$ cat config.mk
export PLATFORM = sky130hd
export DESIGN_NAME = mem_req_ctrl
export DESIGN_NICKNAME = d
export VERILOG_FILES = /design/src/rtl/mem_req_pkg.sv /design/src/rtl/rsp_skid_buf.sv /design/src/rtl/mem_req_ctrl.sv
export SDC_FILE = /design/constraint.sdc
export NUM_CORES = 1
export LEC_CHECK = 0
export ABC_AREA = 0
export BUFFER_PORTS_ARGS = -buffer_cell sky130_fd_sc_hd__buf_2
export CORE_UTILIZATION = 42
export CTS_BUF_LIST = sky130_fd_sc_hd__clkbuf_4 sky130_fd_sc_hd__clkbuf_8 sky130_fd_sc_hd__clkbuf_16
export DETAILED_ROUTE_END_ITERATION = 6
export PLACE_DENSITY = 0.77
export SYNTH_ARGS = -nofsm -noshare
export SYNTH_HDL_FRONTEND = slang
export SYNTH_HIERARCHICAL = 1
export SYNTH_SLANG_ARGS = --single-unit
$ cat constraint.sdc
create_clock -name clk -period 1.42 [get_ports clk]
set_input_delay 0.284 -clock clk [delete_from_list [all_inputs] [get_ports clk]]
set_output_delay 0.284 -clock clk [all_outputs]
set_load 0.005 [all_outputs]
$ cat src/rtl/mem_req_pkg.sv
// mem_req_pkg: shared types and default widths for the memory request
// controller and its response skid buffer.
//   rsp_state_e        : response slot state (EMPTY / BYPASS / HOLD)
//   DEFAULT_DATA_WIDTH : default data bus width
//   DEFAULT_ADDR_WIDTH : default word-address width (1024 words)
//   TXN_COUNT_W        : width of the accepted-request counter
package mem_req_pkg;

  localparam int DEFAULT_DATA_WIDTH = 16;
  localparam int DEFAULT_ADDR_WIDTH = 10;
  localparam int TXN_COUNT_W        = 16;

  typedef enum logic [1:0] {
    RSP_EMPTY  = 2'd0,  // nothing pending
    RSP_BYPASS = 2'd1,  // response data is live on the memory read port
    RSP_HOLD   = 2'd2   // response data parked in the hold register
  } rsp_state_e;

endpackage

$ cat src/rtl/rsp_skid_buf.sv
// rsp_skid_buf: single-entry response slot with a bypass path straight from
// the memory's registered read data and a hold register used when the
// consumer stalls.
// Ports:
//   clk, reset_n       : clock, asynchronous active-low reset
//   push               : a response-producing request was accepted this edge
//   push_wr            : that request is a write acknowledge (data = push_wdata)
//   push_wdata         : write data to echo back for a write acknowledge
//   mem_rd_data        : registered read data from the memory port
//   rsp_ready          : consumer ready
//   rsp_valid/rsp_rdata: response output
//   in_ready           : slot can take a new request this cycle
//   busy               : a response is pending
module rsp_skid_buf
  import mem_req_pkg::*;
#(
  parameter int DATA_WIDTH = DEFAULT_DATA_WIDTH
) (
  input  logic                  clk,
  input  logic                  reset_n,
  input  logic                  push,
  input  logic                  push_wr,
  input  logic [DATA_WIDTH-1:0] push_wdata,
  input  logic [DATA_WIDTH-1:0] mem_rd_data,
  input  logic                  rsp_ready,
  output logic                  rsp_valid,
  output logic [DATA_WIDTH-1:0] rsp_rdata,
  output logic                  in_ready,
  output logic                  busy
);

  rsp_state_e            state;
  logic [DATA_WIDTH-1:0] hold_q;
  logic                  wr_sel_p1;
  logic [DATA_WIDTH-1:0] wdata_p1;
  logic [DATA_WIDTH-1:0] bypass_data;

  // Stage p1: the cycle after acceptance; memory read data or the echoed
  // write data is live here.
  always_ff @(posedge clk or negedge reset_n) begin
    if (!reset_n) begin
      wr_sel_p1 <= 1'b0;
    end else if (push) begin
      wr_sel_p1 <= push_wr;
    end
  end

  always_ff @(posedge clk) begin
    if (push && push_wr) begin
      wdata_p1 <= push_wdata;
    end
  end

  assign bypass_data = wr_sel_p1 ? wdata_p1 : mem_rd_data;

  // No push can coincide with a stall in BYPASS or with HOLD, because
  // in_ready is low in both of those situations.
  always_ff @(posedge clk or negedge reset_n) begin
    if (!reset_n) begin
      state  <= RSP_EMPTY;
      hold_q <= '0;
    end else begin
      case (state)
        RSP_EMPTY: begin
          if (push) state <= RSP_BYPASS;
        end
        RSP_BYPASS: begin
          if (!rsp_ready) begin
            state  <= RSP_HOLD;
            hold_q <= bypass_data;
          end else if (!push) begin
            state <= RSP_EMPTY;
          end
        end
        RSP_HOLD: begin
          if (rsp_ready) state <= RSP_EMPTY;
        end
        default: state <= RSP_EMPTY;
      endcase
    end
  end

  assign rsp_valid = (state != RSP_EMPTY);
  assign busy      = rsp_valid;
  assign rsp_rdata = (state == RSP_HOLD) ? hold_q : bypass_data;
  // Gated by reset_n so nothing is offered or accepted while reset is held.
  assign in_ready  = reset_n &&
                     ((state == RSP_EMPTY) || ((state == RSP_BYPASS) && rsp_ready));

endmodule

$ cat src/rtl/mem_req_ctrl.sv
// mem_req_ctrl: valid/ready request front end for one port of a synchronous
// memory, returning read responses in order through rsp_skid_buf.
// Optional feature: define MEM_REQ_CTRL_WRACK_EN to make every accepted write
// produce a response carrying the written data; otherwise writes are posted.
// Ports:
//   clk, reset_n                  : clock, asynchronous active-low reset
//   req_valid/req_ready           : request handshake
//   req_we, req_addr, req_wdata   : request kind, word address, write data
//   rsp_valid/rsp_ready, rsp_rdata: response handshake and data
//   mem_wr_en, mem_addr, mem_wr_data : memory port drive
//   mem_rd_data                   : memory registered read data
//   busy                          : an accepted request still owes a response
module mem_req_ctrl
  import mem_req_pkg::*;
#(
  parameter int DATA_WIDTH = DEFAULT_DATA_WIDTH,
  parameter int ADDR_WIDTH = DEFAULT_ADDR_WIDTH
) (
  input  logic                  clk,
  input  logic                  reset_n,
  input  logic                  req_valid,
  output logic                  req_ready,
  input  logic                  req_we,
  input  logic [ADDR_WIDTH-1:0] req_addr,
  input  logic [DATA_WIDTH-1:0] req_wdata,
  output logic                  rsp_valid,
  input  logic                  rsp_ready,
  output logic [DATA_WIDTH-1:0] rsp_rdata,
  output logic                  mem_wr_en,
  output logic [ADDR_WIDTH-1:0] mem_addr,
  output logic [DATA_WIDTH-1:0] mem_wr_data,
  input  logic [DATA_WIDTH-1:0] mem_rd_data,
  output logic                  busy
);

  logic                   accept;
  logic                   push;
  logic                   push_wr;
  logic [TXN_COUNT_W-1:0] txn_count;

  // Stage p0: request acceptance; the memory port is driven directly.
  assign accept      = req_valid && req_ready;
  assign mem_addr    = req_addr;
  assign mem_wr_data = req_wdata;
  assign mem_wr_en   = accept && req_we;

`ifdef MEM_REQ_CTRL_WRACK_EN
  assign push    = accept;
  assign push_wr = accept && req_we;
`else
  assign push    = accept && !req_we;
  assign push_wr = 1'b0;
`endif

  always_ff @(posedge clk or negedge reset_n) begin
    if (!reset_n) begin
      txn_count <= '0;
    end else if (accept) begin
      txn_count <= txn_count + 16'd1;
    end
  end

  rsp_skid_buf #(
    .DATA_WIDTH (DATA_WIDTH)
  ) u_skid (
    .clk         (clk),
    .reset_n     (reset_n),
    .push        (push),
    .push_wr     (push_wr),
    .push_wdata  (req_wdata),
    .mem_rd_data (mem_rd_data),
    .rsp_ready   (rsp_ready),
    .rsp_valid   (rsp_valid),
    .rsp_rdata   (rsp_rdata),
    .in_ready    (req_ready),
    .busy        (busy)
  );

endmodule

==> results.txt, run 1 <==
----------------------------------------------------
[Hold path]
  HP Class ... primary input to register
  Hold wc startpoint ... req_wdata[3]

[Critical path]
  Beginning of the worst register-to-register path ... u_skid/state[1]$_DFFE_PN0P_
  Category of the worst setup path capture point ... output port
  Setup crit start ... u_skid/state[1]$_DFFE_PN0P_
  CP Data Required Time ... 1.14 ns
  Type of origin of the critical path ... register
  Data arrival, critical path ... 1.42 ns
  CP Max Fanout ... 3
  Type of the worst setup path ... register to output port

[Timing]
  Setup Viol. Count Final ... 36
  Max-slew violation count ... 0
  Post-route minimum period ... 1.70 ns
  Max Fclk ... 588 MHz
  Headroom to the max-slew limit ... 49.6%
  Actual transition at the worst max-transition pin ... 0.756 ns
  Number of hold-slack violations in the final timing report ... 0
  Setup repair after global routing missed its margin ... yes
  Worst Clk Skew ... 0.00388 ns
  Final cycle utilization of the critical path ... 120%
  Worst hold margin ... 0.185 ns
  Worst setup slack after layout ... -0.280 ns

[Floorplan]
  Core Rows ... 24
  Die outline width ... 69.0 µm
  Starting utilization of the core area ... 43.6%
  Die footprint ... 4760 µm²
  Vert. Die Dim ... 69.0 µm
  IO Count ... 93
  Core ar. ... 4320 µm²

[Global routing]
  M2 GR Usage ... 25.5%
  First-pass GRT wire length ... 5580 µm
  GR met1 Demand/Resource ... 16.5%
  Met3 Track Usage GR ... 4.39%
  Largest net degree at the start of global routing ... 20
  Initial antenna violation count ... 0
  Via count of the first global-routing pass ... 1292
  All-layer global routing usage ... 15.0%
  Global routing's busiest layer ... met2
  Remaining Overflow, GRT ... 0

[Synthesis]
  Register bit count reported by yosys ... 35
  Largest area contributor in the netlist ... edfxtp_1
  Dominant combinational cell family by area after synthesis ... multiplexers
  Sequential area share after synthesis ... 50.7%
  Multiplexer share of the synthesized area ... 26.9%
  Portion of synthesized cell area occupied by the leading cell type ... 25.5%
  Complex-gate fraction of the synthesized area ... 0.265%
  XOR/XNOR Fraction of Synth Area ... 0%
  Post-synthesis instance total ... 144
  Mean Syn Cell Area ... 13.1 µm²
  Area fraction in and, or, nand and nor cells after synthesis ... 3.98%
  Count of yosys warnings during synthesis ... 6
  Count of different cell masters after synthesis ... 19
  Combined area of all synthesized cells ... 1890 µm²
  Post-synthesis share of cell area spent on full adders, half adders and majority gates ... 0%
  Largest cells by area after synthesis ... edfxtp_1 (25%), dfrtp_1 (25%), mux2i_1 (24%)

[Outcome]
  Failing checks ... negative setup slack
  Status ... finished, violations left

[Routing]
  First-pass detailed-route iteration total ... 4
  Final Routed Wirelength ... 3460 µm
  Final routed DRC violation total ... 0
  Ratio of routed vias to standard cells ... 4.62
  WL/cell ... 13.4 µm
  Count of routing violations after the opening detailed-route iteration ... 27
  Final antenna-violating net count ... 0
  Total number of vias ... 1193

[Power and ir drop]
  Fraction of power consumed by sequential logic ... 44.3%
  Total leakage power ... 0.00119 µW
  Maximum vdd drop ... 730 µV
  Part of the power in the clock network ... 27.1%
  Power Total ... 2960 µW
  Switching power as a share of total power ... 26.6%
  Internal Power ... 2170 µW
  Share of power burned in combinational logic ... 28.5%
  Pwr per Cell Area ... 1220 nW/µm²
  Switching power ... 788 µW

[Clocking]
  CTS Buf Count ... 5
  Clock sinks ... 35
  Clock insertion delay at the later pin of the skew report ... 0.28 ns
  CTS tree ... built
  Number of H-tree levels ... 2
  Worst-path clk slew ... 0.07 ns
  Buffer depth of the longest clock path ... 2
  Root Driver ... clkbuf_8

[Cells and area]
  Sequential cell area ... 957 µm²
  Area added between synthesis and finish ... 28.1%
  Post-layout net count ... 252
  Footprint of the multi-input gates ... 712 µm²
  Antenna cells ... 0
  Fillcell total ... 383
  Share of the core filled with cells in the final layout ... 55.9%
  Cell area after layout ... 2420 µm²
  Fraction of layout cells with a size suffix above 1 ... 58.3%

[Place]
  Final HPWL from detailed placement ... 2410 µm
  Area after DPL ... 2130 µm²
  IO Port Bufs ... 72
  Final Wtd Congestion ... 0.703

[Flow run]
  Max-cap check violation count ... 0

----------------------------------------------------
metrics by stage:
stage / instances / TNS, ns / worst slack (ns)
6_report: 258 / -4.81 / -0.280
2_1_floorplan: 145 / 0 / 0.0440
3_5_place_dp: 247 / 0 / 0.0108
3_3_place_gp: 247 / 0 / 0.0204
4_1_cts: 257 / -4.65 / -0.292
5_1_grt: 258 / -7.26 / -0.337
state kept, by name (all words and copies together) (netlist names):
name / flops
u_skid/wr_sel_p1: 1
u_skid/hold_q: 16
u_skid/wdata_p1: 16
u_skid/state: 2
critical path, stage by stage (launching register included):
cell and delay (ns):
dfrtp_1 0.43, buf_6 0.15, nor3b_4 0.18, buf_4 0.14, and3_4 0.16, buf_6 0.08
logic make-up after synthesis:
| group | count (synthesis) |
|---|---|
| mux | 49 |
| simple gates | 10 |
| compound gates | 1 |
| other cells | 1 |
| flops | 35 |
| buf+inv | 48 |
worst paths after layout:
| kind | endpoint | slack [ns] | cells past startpoint |
|---|---|---|---|
| setup / recovery | mem_wr_en | -0.28 | 5 |
| hold reg to reg | u_skid/hold_q[0]$_DFFE_PN0P_ | 0.52 | 2 |
| min in group asynchronous | u_skid/hold_q[6]$_DFFE_PN0P_ | 0.54 | 3 |
| max in group asynchronous | u_skid/wr_sel_p1$_DFFE_PN0P_ | 0.65 | 3 |
| setup reg to reg | u_skid/hold_q[8]$_DFFE_PN0P_ | -0.04 | 5 |
| hold / removal | u_skid/wdata_p1[3]$_DFFE_PP_ | 0.19 | 1 |
synthesized netlist by cell type:
master    count
a21oi_1       1
and2_1        1
and3_2        1
and3b_1       1
buf_12        2
buf_4        28
buf_6         3
conb_1        1
dfrtp_1      19
edfxtp_1     16
inv_1        15
mux2_2        1
mux2_4        3
mux2i_1      45
nand2b_1      2
nor2b_1       1
nor3b_1       2
nor3b_2       1
or2_1         1
per-layer routing:
metal  vias up  wire length [µm]
met5         -                 0
li1        584                 -
met1       564              1440
met2        38              1760
met4         0                69
met3         7               194
repair_timing:
| action | in CTS | in global routing |
|---|---|---|
| pin swaps | 1 | 3 |
| endpoints found under the setup margin | 21 | 21 |
| gates resized for setup | 17 | 21 |
| endpoints found under the hold margin | 19 | 0 |
| setup buffers | 1 | 1 |
| hold buffers | 1 | 0 |
power by group through the flow:
stage / Sequential, µW / Combinational, µW / Clock [µW]
2_1_floorplan: 1310 / 527 / 0
3_3_place_gp: 1320 / 706 / 0
3_5_place_dp: 1330 / 714 / 0
4_1_cts: 1310 / 780 / 822
5_1_grt: 1330 / 944 / 846
6_report: 1310 / 845 / 803
area by class of cell:
| type | instances | area share [%] |
|---|---|---|
| flip-flops and latches | 35 | 39.6 |
| multi-input cells | 62 | 29.5 |
| repair buffers | 86 | 21.6 |
| clock buffers | 8 | 4.30 |
| well taps | 52 | 2.69 |
| inverters | 15 | 2.33 |
cell usage in the layout, fill, tap and decap left out, types with 2 or more instances in the layout:
| cell type | n |
|---|---|
| buf_6 | 11 |
| inv_1 | 15 |
| edfxtp_1 | 16 |
| nor3b_4 | 2 |
| mux2i_1 | 30 |
| conb_1 | 2 |
| mux2i_4 | 2 |
| dfrtp_1 | 18 |
| buf_2 | 67 |
| clkbuf_8 | 7 |
| mux2i_2 | 13 |
| mux2_4 | 4 |
| buf_4 | 7 |
(Power assumes the default switching activity.)
==> run 2: changes to the inputs <==
BUFFER_PORTS_ARGS = unset   (was -buffer_cell sky130_fd_sc_hd__buf_2)
CORE_UTILIZATION = 45   (was 42)
DONT_BUFFER_PORTS = 1   (was unset)
PLACE_DENSITY = unset   (was 0.77)
SKIP_CTS_REPAIR_TIMING = 1   (was unset)
==> run 2 against run 1 <==
Compared with the run above:
- the run still ends with negative setup slack left
- clock-buffer cell count shrank 1
- maximum frequency grew 3.9%
- cell count shrank 29%
- clock skew grew 0.0023 ns
- critical path depth shrank 1
- register-to-register slack gained 0.02 ns
- sequential power is essentially flat
- sequential cell count is the same
==> results.txt, run 2 (same netlist as run 1, synthesis figures left out) <==
----------------------------------------------------
[Floorplan]
  Starting utilization of the core area ... 47.2%
  Core Rows ... 23
  Die outline width ... 66.8 µm
  IO Count ... 93
  Vert. Die Dim ... 66.8 µm
  Core ar. ... 4000 µm²
  Die footprint ... 4460 µm²

[Routing]
  Ratio of routed vias to standard cells ... 5.26
  First-pass detailed-route iteration total ... 3
  Highest metal used ... met4
  Detail Route met3 WL ... 263 µm
  Final routed DRC violation total ... 0
  Count of routing violations after the opening detailed-route iteration ... 13
  Routed metal-1 wirelength ... 1370 µm
  Total length of routed met2 wires ... 1630 µm
  WL/cell ... 18.1 µm
  Final antenna-violating net count ... 0
  Final Routed Wirelength ... 3290 µm
  Total number of vias ... 957

[Clocking]
  Clock insertion delay at the later pin of the skew report ... 0.28 ns
  Root Driver ... clkbuf_8
  Clock sinks ... 35
  CTS Buf Count ... 5
  Number of H-tree levels ... 2
  Worst-path clk slew ... 0.07 ns
  CTS tree ... built
  Buffer depth of the longest clock path ... 2

[Timing]
  Actual transition at the worst max-transition pin ... 0.899 ns
  Final cycle utilization of the critical path ... 115%
  Max-slew violation count ... 0
  Number of hold-slack violations in the final timing report ... 0
  Setup Viol. Count Final ... 19
  Max Fclk ... 611 MHz
  Setup repair after global routing missed its margin ... yes
  Headroom to the max-slew limit ... 39.9%
  Worst Clk Skew ... 0.00621 ns
  Worst setup slack after layout ... -0.217 ns
  Post-route minimum period ... 1.64 ns
  Final total negative setup slack ... -2.81 ns

[Critical path]
  CP max stage cell ... dfrtp_1
  Type of origin of the critical path ... register
  Critical Path, Cell by Cell ... nor2b_4 > nor3b_2 > buf_4 > and3_4
  CP Data Required Time ... 1.14 ns
  Buffers and inverters on the worst path ... 1
  CP Max Fanout ... 4
  Category of the worst setup path capture point ... output port
  Beginning of the worst register-to-register path ... u_skid/state[0]$_DFFE_PN0P_
  CP top delay family ... simple AND/OR/NAND/NOR gates
  Largest stage delay on the critical path ... 0.42 ns
  Worst-case reg-to-reg path depth ... 4
  Reg2Reg Setup Slack ... -0.02 ns
  Worst flop-to-flop path endpoint ... u_skid/wr_sel_p1$_DFFE_PN0P_
  Data arrival, critical path ... 1.35 ns
  Type of the worst setup path ... register to output port

[Power and ir drop]
  Switching power as a share of total power ... 27.5%
  Maximum vdd drop ... 856 µV
  Share of power burned in combinational logic ... 27.3%
  Internal Power ... 2030 µW
  Switching power ... 769 µW
  Fraction of power consumed by sequential logic ... 47.2%
  Total leakage power ... 0.000872 µW
  Part of the power in the clock network ... 25.4%
  Pwr per Cell Area ... 1340 nW/µm²

[Place]
  Area after DPL ... 1750 µm²
  Final HPWL from detailed placement ... 2090 µm
  IO Port Bufs ... 0
  Minimum setup slack after placement ... -0.0245 ns
  Final Wtd Congestion ... 0.644

[Global routing]
  First-pass GRT wire length ... 4500 µm
  Remaining Overflow, GRT ... 0
  All-layer global routing usage ... 14.4%
  Via count of the first global-routing pass ... 972
  Largest net degree at the start of global routing ... 21
  Initial antenna violation count ... 0

[Cells and area]
  Post-layout net count ... 178
  Cell area after layout ... 2090 µm²
  Share of the core filled with cells in the final layout ... 52.2%
  Top flop regs ... u_skid/hold_q x16, u_skid/wdata_p1 x16, u_skid/state x2
  Fraction of layout cells with a size suffix above 1 ... 38.6%
  Most frequent cells in the layout ... mux2i_1 (25), dfrtp_1 (17), edfxtp_1 (16)
  Antenna cells ... 0
  Area added between synthesis and finish ... 10.6%
  Most common cell after layout, fill and taps aside ... mux2i_1

[Hold path]
  Hold Crit Endpoint ... u_skid/state[1]$_DFFE_PN0P_
  HP Class ... primary input to register
  Worst hold path depth ... 1
  Hold wc startpoint ... rsp_ready

[Outcome]
  Status ... finished, violations left
  Failing checks ... negative setup slack

[Flow run]
  Max-cap check violation count ... 0

----------------------------------------------------
## run 2: changes by cell type in the layout (fill, tap and decap cells not counted), moves of 2 or more
cell,delta
buf_12,+3
buf_2,-67
buf_4,-2
buf_6,-9
clkbuf_8,-2
mux2i_1,-5
mux2i_4,+5
## run 2: stage by stage
step | instances | power (µW) | hold slack, ns
after global routing | 182 | 2960 | 0.0359
after CTS | 176 | 2610 | -0.324
after floorplan | 145 | 1840 | -0.0116
after detailed placement | 168 | 1880 | -0.0108
after global placement | 168 | 1860 | -0.0108
final | 182 | 2800 | 0.0537
## run 2: how the worst max path moves through the flow
stage | startpoint | end | slack (ns) | depth (start not counted)
final | u_skid/state[0]$_DFFE_PN0P_ | mem_wr_en | -0.22 | 4
after global placement | u_skid/state[1]$_DFFE_PN0P_ | rsp_rdata[6] | 0.05 | 3
after floorplan | u_skid/state[0]$_DFFE_PN0P_ | u_skid/wr_sel_p1$_DFFE_PN0P_ | 0.04 | 4
after CTS | u_skid/state[1]$_DFFE_PN0P_ | rsp_rdata[6] | -0.29 | 3
after detailed placement | u_skid/state[0]$_DFFE_PN0P_ | u_skid/wr_sel_p1$_DFFE_PN0P_ | -0.02 | 4
after global routing | u_skid/state[0]$_DFFE_PN0P_ | mem_wr_en | -0.30 | 4
## run 2: cell type report
class,count,area [µm²]
Clock buffer,7,83.8
Clock inverter,1,5.00
Fill cell,343,1910
Inverter,15,56.3
Multi-Input combinational cell,62,766
Sequential cell,35,958
Tap cell,50,62.6
Timing Repair Buffer,12,155
## run 2: power groups by stage
stage          combinational (µW)  sequential (µW)  clock [µW]
2_1_floorplan                 527             1310           0
3_3_place_gp                  530             1330           0
3_5_place_dp                  550             1330           0
4_1_cts                       552             1310         744
5_1_grt                       834             1340         784
6_report                      765             1320         712
## run 2: per-layer routing
metal | up-vias | global-route usage [%]
met2 | 48 | 22.6
met3 | 6 | 7.02
li1 | 430 | -
met5 | - | 0
met1 | 473 | 16.2
met4 | 0 | 7.18
==> run 3: changes to the inputs <==
clock period = 1.4 ns   (was 1.42 ns; I/O delays follow)
==> run 3 against run 2 <==
Compared with the run above:
- clock power increased by 3.7%
- power increased by 0.32%
- register-to-register slack about the same
- sequential share of layout area increased by 0.98 points
- critical path depth decreased by 2
- global-route usage about the same
- non-clock buffer count unchanged
- clock-buffer cell count increased by 1
- the run still ends with negative setup slack left
- hold slack improved by 0.015 ns
==> results.txt, run 3 (same netlist as run 1, synthesis figures left out) <==
----------------------------------------------------
[Floorplan]
  Vert. Die Dim ... 66.8 µm
  Die outline width ... 66.8 µm
  IO Count ... 93
  Starting utilization of the core area ... 47.2%
  Core Rows ... 23
  Core ar. ... 4000 µm²
  Die footprint ... 4460 µm²

[Power and ir drop]
  Total leakage power ... 0.000869 µW
  Share of power burned in combinational logic ... 26.0%
  Switching power as a share of total power ... 26.7%
  Fraction of power consumed by sequential logic ... 47.7%
  Power Total ... 2810 µW
  Maximum vdd drop ... 673 µV
  Pwr per Cell Area ... 1370 nW/µm²
  Internal Power ... 2060 µW
  Switching power ... 751 µW
  Part of the power in the clock network ... 26.3%

[Clocking]
  Buffer depth of the longest clock path ... 2
  Worst-path clk slew ... 0.07 ns
  Clock insertion delay at the later pin of the skew report ... 0.27 ns
  CTS tree ... built
  CTS Buf Count ... 5
  Root Driver ... clkbuf_8
  Clock sinks ... 35
  Number of H-tree levels ... 2

[Cells and area]
  Most frequent cells in the layout ... mux2i_1 (27), dfrtp_1 (17), edfxtp_1 (16)
  Top flop regs ... u_skid/hold_q x16, u_skid/wdata_p1 x16, u_skid/state x2
  Fillcell total ... 327
  Cell area after layout ... 2040 µm²
  Antenna cells ... 0
  Post-layout net count ... 178
  Area added between synthesis and finish ... 8.29%
  Fraction of layout cells with a size suffix above 1 ... 37.1%
  Count of non-filler cells in the finished layout ... 182
  Most common cell after layout, fill and taps aside ... mux2i_1

[Routing]
  Ratio of routed vias to standard cells ... 5.19
  Final routed DRC violation total ... 0
  Count of routing violations after the opening detailed-route iteration ... 41
  First-pass detailed-route iteration total ... 3
  Final Routed Wirelength ... 3340 µm
  WL/cell ... 18.4 µm
  Total number of vias ... 944
  Final antenna-violating net count ... 0

[Place]
  Area after DPL ... 1760 µm²
  IO Port Bufs ... 0
  Final Wtd Congestion ... 0.643
  Minimum setup slack after placement ... 0.00510 ns
  Placed Cells incl. Taps ... 169
  Final HPWL from detailed placement ... 2140 µm

[Critical path]
  Largest stage delay on the critical path ... 0.47 ns
  Type of the worst setup path ... register to output port
  Category of the worst setup path capture point ... output port
  Buffers and inverters on the worst path ... 0
  CP max stage cell ... dfrtp_2
  CP top delay family ... multiplexers
  Data arrival, critical path ... 1.33 ns
  Setup crit start ... u_skid/wr_sel_p1$_DFFE_PN0P_
  CP Data Required Time ... 1.12 ns
  Cell repeated most along the worst path ... mux2_4
  Type of origin of the critical path ... register
  Beginning of the worst register-to-register path ... u_skid/state[0]$_DFFE_PN0P_
  Critical Path, Cell by Cell ... mux2_4 > mux2_4
  CP Max Fanout ... 3

[Hold path]
  Hold wc startpoint ... rsp_ready
  HP Class ... primary input to register

[Flow run]
  Max-cap check violation count ... 0

[Timing]
  Final total negative setup slack ... -2.98 ns
  Setup Viol. Count Final ... 20
  Number of hold-slack violations in the final timing report ... 0
  Final cycle utilization of the critical path ... 115%
  Worst Clk Skew ... 0.00445 ns
  Max-slew violation count ... 0
  Max Fclk ... 621 MHz
  Setup repair after global routing missed its margin ... yes
  Actual transition at the worst max-transition pin ... 0.863 ns
  Headroom to the max-slew limit ... 42.3%
  Post-route minimum period ... 1.61 ns
  Worst setup slack after layout ... -0.209 ns

[Global routing]
  Largest net degree at the start of global routing ... 21
  Remaining Overflow, GRT ... 0
  Initial antenna violation count ... 0
  First-pass GRT wire length ... 4520 µm
  Via count of the first global-routing pass ... 926
  All-layer global routing usage ... 14.4%

[Outcome]
  Status ... finished, violations left
  Failing checks ... negative setup slack

----------------------------------------------------
run 3: cell types whose count changed in the layout (fill, tap and decap cells not counted):
cell and change:
mux2i_4 -3, mux2i_1 +2, buf_12 -1, buf_4 +1, clkbuf_4 +1, clkinv_2 -1, mux2i_2 +1
run 3: path summary, 6_finish.rpt:
path	endpoint	slack [ns]	cells after the start
max	rsp_rdata[13]	-0.21	2
min	u_skid/state[1]$_DFFE_PN0P_	0.07	1
max reg2reg	u_skid/wr_sel_p1$_DFFE_PN0P_	-0.01	4
min reg2reg	u_skid/hold_q[13]$_DFFE_PN0P_	0.52	1
max in group asynchronous	u_skid/state[1]$_DFFE_PN0P_	0.25	1
min in group asynchronous	u_skid/hold_q[12]$_DFFE_PN0P_	0.56	1
run 3: power groups by stage:
stage	Clock, µW	Sequential [µW]	Combinational, µW
2_1_floorplan	0	1330	535
3_3_place_gp	0	1350	540
3_5_place_dp	0	1350	559
4_1_cts	763	1330	561
5_1_grt	805	1360	805
6_report	738	1340	730
run 3: per-layer routing:
layer  global-route usage, %  share of wire (%)
met5                       0                  0
met3                    6.51                6.2
met2                    22.7                 51
met1                    17.1                 43
met4                    5.32               0.51
run 3: layout make-up:
type	instances	area, µm²	share of cell area (%)
repair buffers	12	143	6.98
well taps	50	62.6	3.06
multi-input cells	62	732	35.8
clock buffers	8	91.3	4.47
inverters	15	56.3	2.76
flip-flops and latches	35	958	46.9
run 3: stage by stage:
stage,hold WS [ns],utilization (%)
floorplan,-0.0156,-
global route,0.0576,51.1
CTS,-0.319,46.2
finish,0.0690,51.1
global placement,-0.0148,43.9
detailed placement,-0.0149,43.9
